`config.mk`:
```
export PLATFORM = sky130hd
export DESIGN_NAME = router_credit_wh
export DESIGN_NICKNAME = d
export VERILOG_FILES = /design/src/rtl/noc_pkg.sv /design/src/rtl/flit_fifo.sv /design/src/rtl/rr_arbiter_lock.sv /design/src/rtl/router_credit_wh.sv
export SDC_FILE = /design/constraint.sdc
export NUM_CORES = 2
export LEC_CHECK = 0
export ABC_AREA = 1
export CAP_MARGIN = 20
export CORE_UTILIZATION = 45
export DETAILED_ROUTE_END_ITERATION = 10
export GPL_TIMING_DRIVEN = 1
export PLACE_DENSITY_LB_ADDON = 0.15
export SLEW_MARGIN = 20
export SYNTH_ARGS = -nofsm -noshare
export SYNTH_HDL_FRONTEND = slang
export SYNTH_SLANG_ARGS = --single-unit
```
`constraint.sdc`:
```
create_clock -name clk -period 12.3 [get_ports clk]
set_clock_uncertainty 0.15 [all_clocks]
set_input_delay 2.46 -clock clk [delete_from_list [all_inputs] [get_ports clk]]
set_output_delay 2.46 -clock clk [all_outputs]
set_load 0.1 [all_outputs]
```
`src/rtl/noc_pkg.sv`:
```
// Shared NoC types, port numbering and the XY routing function.
package noc_pkg;

    typedef struct packed {
        logic        head;
        logic        tail;
        logic [3:0]  dst_x;
        logic [3:0]  dst_y;
        logic [31:0] payload;
    } flit_t;

    localparam int unsigned N_PORTS = 5;
    localparam int unsigned P_LOCAL = 0;
    localparam int unsigned P_NORTH = 1;
    localparam int unsigned P_EAST  = 2;
    localparam int unsigned P_SOUTH = 3;
    localparam int unsigned P_WEST  = 4;

    typedef logic [2:0] port_idx_t;

    typedef enum logic {
        LockFree,
        LockHeld
    } lock_state_e;

    // (p + k) mod N_PORTS
    function automatic port_idx_t port_add(input port_idx_t p, input int unsigned k);
        int unsigned s;
        s = 32'(p) + k;
        return port_idx_t'(s % N_PORTS);
    endfunction

    // Dimension-ordered routing: X first, then Y (y grows southward).
    function automatic port_idx_t xy_route(input logic [3:0] dst_x, input logic [3:0] dst_y,
                                           input logic [3:0] x_loc, input logic [3:0] y_loc);
        if (dst_x > x_loc)      return port_idx_t'(P_EAST);
        else if (dst_x < x_loc) return port_idx_t'(P_WEST);
        else if (dst_y < y_loc) return port_idx_t'(P_NORTH);
        else if (dst_y > y_loc) return port_idx_t'(P_SOUTH);
        else                    return port_idx_t'(P_LOCAL);
    endfunction

endpackage

```
`src/rtl/flit_fifo.sv`:
```
// Generic synchronous flit FIFO; writes to a full FIFO are ignored.
module flit_fifo
    import noc_pkg::*;
#(
    parameter int unsigned DEPTH = 4
) (
    input  logic  clk,
    input  logic  reset,
    input  logic  wr_en_i,
    input  flit_t wr_data_i,
    input  logic  rd_en_i,
    output flit_t rd_data_o,
    output logic  empty_o,
    output logic  full_o
);

    localparam int unsigned AW = $clog2(DEPTH);

    flit_t          mem_q [DEPTH];
    logic [AW-1:0]  wptr_q, wptr_d;
    logic [AW-1:0]  rptr_q, rptr_d;
    logic [AW:0]    cnt_q, cnt_d;
    logic           push, pop;

    assign empty_o   = (cnt_q == '0);
    assign full_o    = (cnt_q == (AW+1)'(DEPTH));
    assign push      = wr_en_i & ~full_o;
    assign pop       = rd_en_i & ~empty_o;
    assign rd_data_o = mem_q[rptr_q];

    // Pointer and occupancy next state
    always_comb begin
        wptr_d = wptr_q;
        rptr_d = rptr_q;
        cnt_d  = cnt_q;
        if (push) wptr_d = wptr_q + AW'(1);
        if (pop)  rptr_d = rptr_q + AW'(1);
        if (push && !pop)      cnt_d = cnt_q + (AW+1)'(1);
        else if (pop && !push) cnt_d = cnt_q - (AW+1)'(1);
    end

    // Pointer and occupancy registers
    always_ff @(posedge clk) begin
        if (reset) begin
            wptr_q <= '0;
            rptr_q <= '0;
            cnt_q  <= '0;
        end else begin
            wptr_q <= wptr_d;
            rptr_q <= rptr_d;
            cnt_q  <= cnt_d;
        end
    end

    // Storage needs no reset: occupancy gates every read
    always_ff @(posedge clk) begin
        if (push) mem_q[wptr_q] <= wr_data_i;
    end

endmodule

```
`src/rtl/rr_arbiter_lock.sv`:
```
// Round-robin arbiter for one output, holding a lock for the duration of a packet.
module rr_arbiter_lock
    import noc_pkg::*;
(
    input  logic               clk,
    input  logic               reset,
    input  logic [N_PORTS-1:0] req_i,
    input  logic [N_PORTS-1:0] tails_i,
    output logic [N_PORTS-1:0] gnt_o
);

    lock_state_e state_q, state_d;
    port_idx_t   owner_q, owner_d;
    port_idx_t   ptr_q, ptr_d;
    logic        pick_vld;
    port_idx_t   pick;

    // First requester at or after the round-robin pointer
    always_comb begin
        pick_vld = 1'b0;
        pick     = ptr_q;
        for (int unsigned k = 0; k < N_PORTS; k++) begin
            if (!pick_vld && req_i[port_add(ptr_q, k)]) begin
                pick_vld = 1'b1;
                pick     = port_add(ptr_q, k);
            end
        end
    end

    // State register
    always_ff @(posedge clk) begin
        if (reset) begin
            state_q <= LockFree;
            owner_q <= '0;
            ptr_q   <= '0;
        end else begin
            state_q <= state_d;
            owner_q <= owner_d;
            ptr_q   <= ptr_d;
        end
    end

    // Next state: a winning tail (single-flit packet) never takes the lock
    always_comb begin
        state_d = state_q;
        owner_d = owner_q;
        ptr_d   = ptr_q;
        unique case (state_q)
            LockFree: begin
                if (pick_vld) begin
                    owner_d = pick;
                    ptr_d   = port_add(pick, 1);
                    state_d = tails_i[pick] ? LockFree : LockHeld;
                end
            end
            LockHeld: begin
                if (req_i[owner_q] && tails_i[owner_q]) state_d = LockFree;
            end
            default: state_d = LockFree;
        endcase
    end

    // Grant: owner only while locked, round-robin winner while free
    always_comb begin
        gnt_o = '0;
        unique case (state_q)
            LockFree: if (pick_vld) gnt_o[pick] = 1'b1;
            LockHeld: gnt_o[owner_q] = req_i[owner_q];
            default:  gnt_o = '0;
        endcase
    end

endmodule

```
`src/rtl/router_credit_wh.sv`:
```
// 5-port wormhole mesh router: input FIFOs, XY routing, locked RR allocation, credit flow control.
module router_credit_wh
    import noc_pkg::*;
#(
    parameter int unsigned X_LOC      = 0,
    parameter int unsigned Y_LOC      = 0,
    parameter int unsigned FIFO_DEPTH = 4,
    parameter int unsigned CREDITS    = 4
) (
    input  logic               clk,
    input  logic               reset,
    input  flit_t              i_flit     [N_PORTS],
    input  logic [N_PORTS-1:0] i_flit_val,
    output logic [N_PORTS-1:0] o_credit,
    output flit_t              o_flit     [N_PORTS],
    output logic [N_PORTS-1:0] o_flit_val,
    input  logic [N_PORTS-1:0] i_credit,
    output logic [N_PORTS-1:0] o_err
);

    localparam int unsigned CW = $clog2(CREDITS + 1);

    flit_t              head      [N_PORTS];
    logic [N_PORTS-1:0] empty, full, pop, sent, bad, want_vld, tails;
    port_idx_t          want      [N_PORTS];
    port_idx_t          route_q   [N_PORTS];
    port_idx_t          route_d   [N_PORTS];
    logic [N_PORTS-1:0] route_vld_q, route_vld_d;
    logic [N_PORTS-1:0] req       [N_PORTS];
    logic [N_PORTS-1:0] gnt       [N_PORTS];
    logic [N_PORTS-1:0] fire;
    flit_t              xbar      [N_PORTS];
    logic [CW-1:0]      cred_q    [N_PORTS];
    logic [CW-1:0]      cred_d    [N_PORTS];
    flit_t              o_flit_q  [N_PORTS];
    logic [N_PORTS-1:0] o_flit_val_q, o_credit_q, o_err_q, o_err_d;

    for (genvar g = 0; g < N_PORTS; g++) begin : g_port
        flit_fifo #(
            .DEPTH (FIFO_DEPTH)
        ) u_fifo (
            .clk       (clk),
            .reset     (reset),
            .wr_en_i   (i_flit_val[g]),
            .wr_data_i (i_flit[g]),
            .rd_en_i   (pop[g]),
            .rd_data_o (head[g]),
            .empty_o   (empty[g]),
            .full_o    (full[g])
        );

        rr_arbiter_lock u_arb (
            .clk     (clk),
            .reset   (reset),
            .req_i   (req[g]),
            .tails_i (tails),
            .gnt_o   (gnt[g])
        );
    end

    // Head flits route fresh; body/tail flits follow the latched route
    always_comb begin
        for (int unsigned i = 0; i < N_PORTS; i++) begin
            want[i]     = head[i].head ? xy_route(head[i].dst_x, head[i].dst_y,
                                                  4'(X_LOC), 4'(Y_LOC))
                                       : route_q[i];
            want_vld[i] = ~empty[i] & (head[i].head | route_vld_q[i]);
            bad[i]      = ~empty[i] & ~head[i].head & ~route_vld_q[i];
            tails[i]    = head[i].tail;
        end
    end

    // Requests are masked by credit so an allocation always traverses at once
    always_comb begin
        for (int unsigned o = 0; o < N_PORTS; o++) begin
            for (int unsigned i = 0; i < N_PORTS; i++) begin
                req[o][i] = want_vld[i] & (want[i] == port_idx_t'(o)) & (cred_q[o] != '0);
            end
        end
    end

    // Crossbar and FIFO pops; malformed heads are popped and dropped
    always_comb begin
        sent = '0;
        for (int unsigned o = 0; o < N_PORTS; o++) begin
            fire[o] = |gnt[o];
            xbar[o] = '0;
            for (int unsigned i = 0; i < N_PORTS; i++) begin
                if (gnt[o][i]) xbar[o] = head[i];
                sent[i] = sent[i] | gnt[o][i];
            end
        end
        pop = sent | bad;
    end

    // Route latch, credit counters and sticky error next state
    always_comb begin
        o_err_d = o_err_q | (i_flit_val & full) | bad;
        for (int unsigned i = 0; i < N_PORTS; i++) begin
            route_d[i]     = route_q[i];
            route_vld_d[i] = route_vld_q[i];
            if (sent[i]) begin
                if (head[i].tail) begin
                    route_vld_d[i] = 1'b0;
                end else if (head[i].head) begin
                    route_d[i]     = want[i];
                    route_vld_d[i] = 1'b1;
                end
            end
        end
        for (int unsigned o = 0; o < N_PORTS; o++) begin
            cred_d[o] = cred_q[o];
            if (fire[o] && !i_credit[o]) begin
                cred_d[o] = cred_q[o] - CW'(1);
            end else if (!fire[o] && i_credit[o] && cred_q[o] != CW'(CREDITS)) begin
                cred_d[o] = cred_q[o] + CW'(1);
            end
        end
    end

    // Per-port state and registered outputs
    always_ff @(posedge clk) begin
        if (reset) begin
            for (int unsigned p = 0; p < N_PORTS; p++) begin
                route_q[p]  <= '0;
                cred_q[p]   <= CW'(CREDITS);
                o_flit_q[p] <= '0;
            end
            route_vld_q  <= '0;
            o_flit_val_q <= '0;
            o_credit_q   <= '0;
            o_err_q      <= '0;
        end else begin
            for (int unsigned p = 0; p < N_PORTS; p++) begin
                route_q[p] <= route_d[p];
                cred_q[p]  <= cred_d[p];
                if (fire[p]) o_flit_q[p] <= xbar[p];
            end
            route_vld_q  <= route_vld_d;
            o_flit_val_q <= fire;
            o_credit_q   <= pop;
            o_err_q      <= o_err_d;
        end
    end

    assign o_flit     = o_flit_q;
    assign o_flit_val = o_flit_val_q;
    assign o_credit   = o_credit_q;
    assign o_err      = o_err_q;

endmodule

```
==> results.yml <==
run_status:
  run_status: "complete, no violations"
floorplan:
  fp.coreArea_um2: 135000
  start_util_pct: 45.3
  dieWidth_um: 371
  die_h_um: 371
  num_rows: 135
  io_pins: 447
  dieArea_um2: 138000
critical_path:
  path_max_fanout: 32
  max_stage_delay_ns: 0.67
  worstReg2RegStart: "g_port[1].u_arb.ptr_q[0]$_SDFFE_PP0P_"
  crit_type: "flop to flop"
  cp-start-kind: "flop"
  worstRegToRegCells: 43
  endpoint: "g_port[4].u_fifo.cnt_q[2]$_SDFFE_PP0P_"
  r2r_slack_ns: 3.97
  crit_arrival_ns: 8.87
  required_ns: 12.85
  crit_top_cell: "nand2_1"
  worst_path_max_delay_cell: "dfxtp_1"
  rr_endpoint: "g_port[4].u_fifo.cnt_q[2]$_SDFFE_PP0P_"
  cp-end-kind: "flop"
  crit_start: "g_port[1].u_arb.ptr_q[0]$_SDFFE_PP0P_"
cts:
  cts_tree: "yes"
  postCtsSetupBuffers: 0
  cts_made_buffers: 131
  root_buffer: "clkbuf_16"
  htreeDepth: 4
  post_cts_resized: 0
  clock_latency_ns: 0.80
  cts.path.max_buffers: 3
  holdBufCountCts: 0
  clock-sinks: 1180
  clk_pin_slew_worst_paths_ns: 0.05
route:
  drt-total-wl_um: 240000
  drc: 0
  drt_iter0_drc: 6597
  wl_per_cell_um: 25.3
  num_vias: 54567
  vias_per_cell: 5.74
  postRouteAntennaNets: 0
  first_pass_iters: 6
grt:
  grt_overflow_total: 0
  grt_pass1_wl_um: 341000
  grt_start_max_net_pins: 99
  grt_pass1_vias: 49689
  grt_usage_pct: 34.2
  antenna_found_initial: 17
final_layout:
  areaGrowthSynthToFinish_pct: 17.0
  layout.nets: 8007
  stdcell_count: 9512
  drive_gt1_share_pct: 7.74
  most-common-layout-cells: "nand2_1, edfxtp_1, nor2_1"
  utilization_pct: 53.0
  layout_commonest_cell: "nand2_1"
placed_design:
  dp_cells: 9268
  globalplace.congestion: 0.984
  io_buffers: 446
  dp_hpwl_um: 170000
hold_path:
  holdCritPathClass: "flop to flop"
timing:
  rsz0062_at_grt: "no"
  fin_tns_setup_ns: 0
  fin_hold_ws_ns: 0.299
  setup_viol: 0
  tightestPinTransition_ns: 1.31
  clock.fmax_ghz: 0.120
  timing.final.crit_share_pct: 67.7
  slew_headroom_pct: 12.4
  finalCriticalPeriod_ns: 8.33
  drv_slew: 0
  hold_viol: 0
run:
  maxCapViolCount: 0
logic_synthesis:
  synth_area_per_cell_um2: 8.44
  netlist_instances: 7257
  ys_seq_area_share_pct: 52.3
  ys_types: 67
  async_flop_share_pct: 0
  synth_flop_cell: "edfxtp_1"
  synth_edf_count: 840
  synth_area_um2: 61300
  yosys_warnings: 0
  synth_nets: 7639
  synth_seq_cells: 1180
[registers in the layout (all words and copies together), names as in the netlist, named ones only]
name                  flops
g_port.u_fifo.mem_q     840
o_flit                  210
cred_q                   15
g_port.u_arb.owner_q     15
g_port.u_arb.ptr_q       15
g_port.u_fifo.cnt_q      15
route_q                  15
g_port.u_fifo.rptr_q     10
g_port.u_fifo.wptr_q     10
g_port.u_arb.state_q      5
o_credit                  5
o_err                     5
o_flit_val                5
route_vld_q               5
[routing by layer]
layer / track usage, % / vias to the layer above / part of all wire [%] / routed length (um)
li1: - / 25150 / - / -
met1: 43.1 / 25877 / 38 / 92400
met2: 53.1 / 2846 / 45 / 108000
met3: 7.34 / 688 / 9.2 / 22100
met4: 22.4 / 6 / 7.5 / 18000
met5: 0 / - / 0.015 / 36
[per-stage QoR]
stage,worst slack (ns),cell area (um^2)
after floorplan,6.48,61300
after global placement,4.16,67400
after detailed placement,4.15,67400
after CTS,4.10,71600
after global routing,3.42,71700
final,3.97,71700
[synth_stat cells, types with 9 or more instances]
master | n | area (um^2)
a21oi_1 | 300 | 1500
a21oi_2 | 10 | 87.6
a31oi_1 | 26 | 163
a32oi_1 | 86 | 753
buf_1 | 19 | 71.3
buf_2 | 91 | 455
buf_4 | 30 | 225
buf_6 | 12 | 135
clkbuf_1 | 160 | 601
dfxtp_1 | 340 | 6810
edfxtp_1 | 840 | 25200
fa_1 | 12 | 240
ha_1 | 148 | 1850
inv_1 | 629 | 2360
inv_2 | 37 | 139
nand2_1 | 2208 | 8290
nand2_2 | 56 | 350
nand3_1 | 493 | 2470
nand3_2 | 21 | 210
nand3b_1 | 15 | 113
nand4_1 | 97 | 607
nor2_1 | 675 | 2530
nor2_2 | 23 | 144
nor2_4 | 17 | 191
nor3_1 | 51 | 255
o2111ai_1 | 46 | 403
o211ai_1 | 72 | 541
o21ai_0 | 374 | 1870
o21ai_1 | 53 | 265
o22ai_1 | 97 | 607
o31ai_1 | 9 | 67.6
or2_2 | 74 | 463
xor2_1 | 39 | 342
[critical path, delay by kind of cell (launching register included)]
kind	cells	cell delay, ns
compound gates	5	0.73
fa+ha+maj	6	1.50
xor+xnor	1	0.27
buf+inv	10	2.04
simple gates	21	2.84
flops	1	0.67
[kinds of logic after synthesis]
| logic type | count (synthesis) | share of synthesized area (%) |
|---|---|---|
| AOI/OAI and AO/OA | 1127 | 11.0 |
| DFF | 1180 | 52.3 |
| and+or+nand+nor | 3757 | 26.0 |
| xor gates and xnor gates | 43 | 0.615 |
| adders and majority gates | 160 | 3.42 |
| muxes | 1 | 0.0163 |
| buffers and inverters | 989 | 6.59 |
[layout make-up]
class | instances | area (um^2)
Tap cell | 1781 | 2230
Antenna cell | 4 | 10.0
Multi-Input combinational cell | 5088 | 25400
Clock buffer | 178 | 3660
Clock inverter | 57 | 542
Inverter | 676 | 2550
Fill cell | 12381 | 63600
Timing Repair Buffer | 548 | 5230
Sequential cell | 1180 | 32000
[worst min path at each step]
stage                                     start                          end  slack (ns)  cells after the start
finish                  o_flit[65]$_SDFFE_PP0N_      o_flit[65]$_SDFFE_PP0N_        0.30                      2
global route            o_flit[44]$_SDFFE_PP0N_      o_flit[44]$_SDFFE_PP0N_        0.32                      2
CTS                     o_flit[49]$_SDFFE_PP0N_      o_flit[49]$_SDFFE_PP0N_        0.30                      2
detailed placement      o_flit[67]$_SDFFE_PP0N_      o_flit[67]$_SDFFE_PP0N_        0.29                      2
global placement       o_flit[149]$_SDFFE_PP0N_     o_flit[149]$_SDFFE_PP0N_        0.29                      2
floorplan           route_q[0][11]$_SDFFE_PP0P_  route_q[0][11]$_SDFFE_PP0P_        0.28                      2
Power is left out: the tool's default activity adds up to more than one toggle a clock period on the data nets, which glitch-free logic cannot reach.
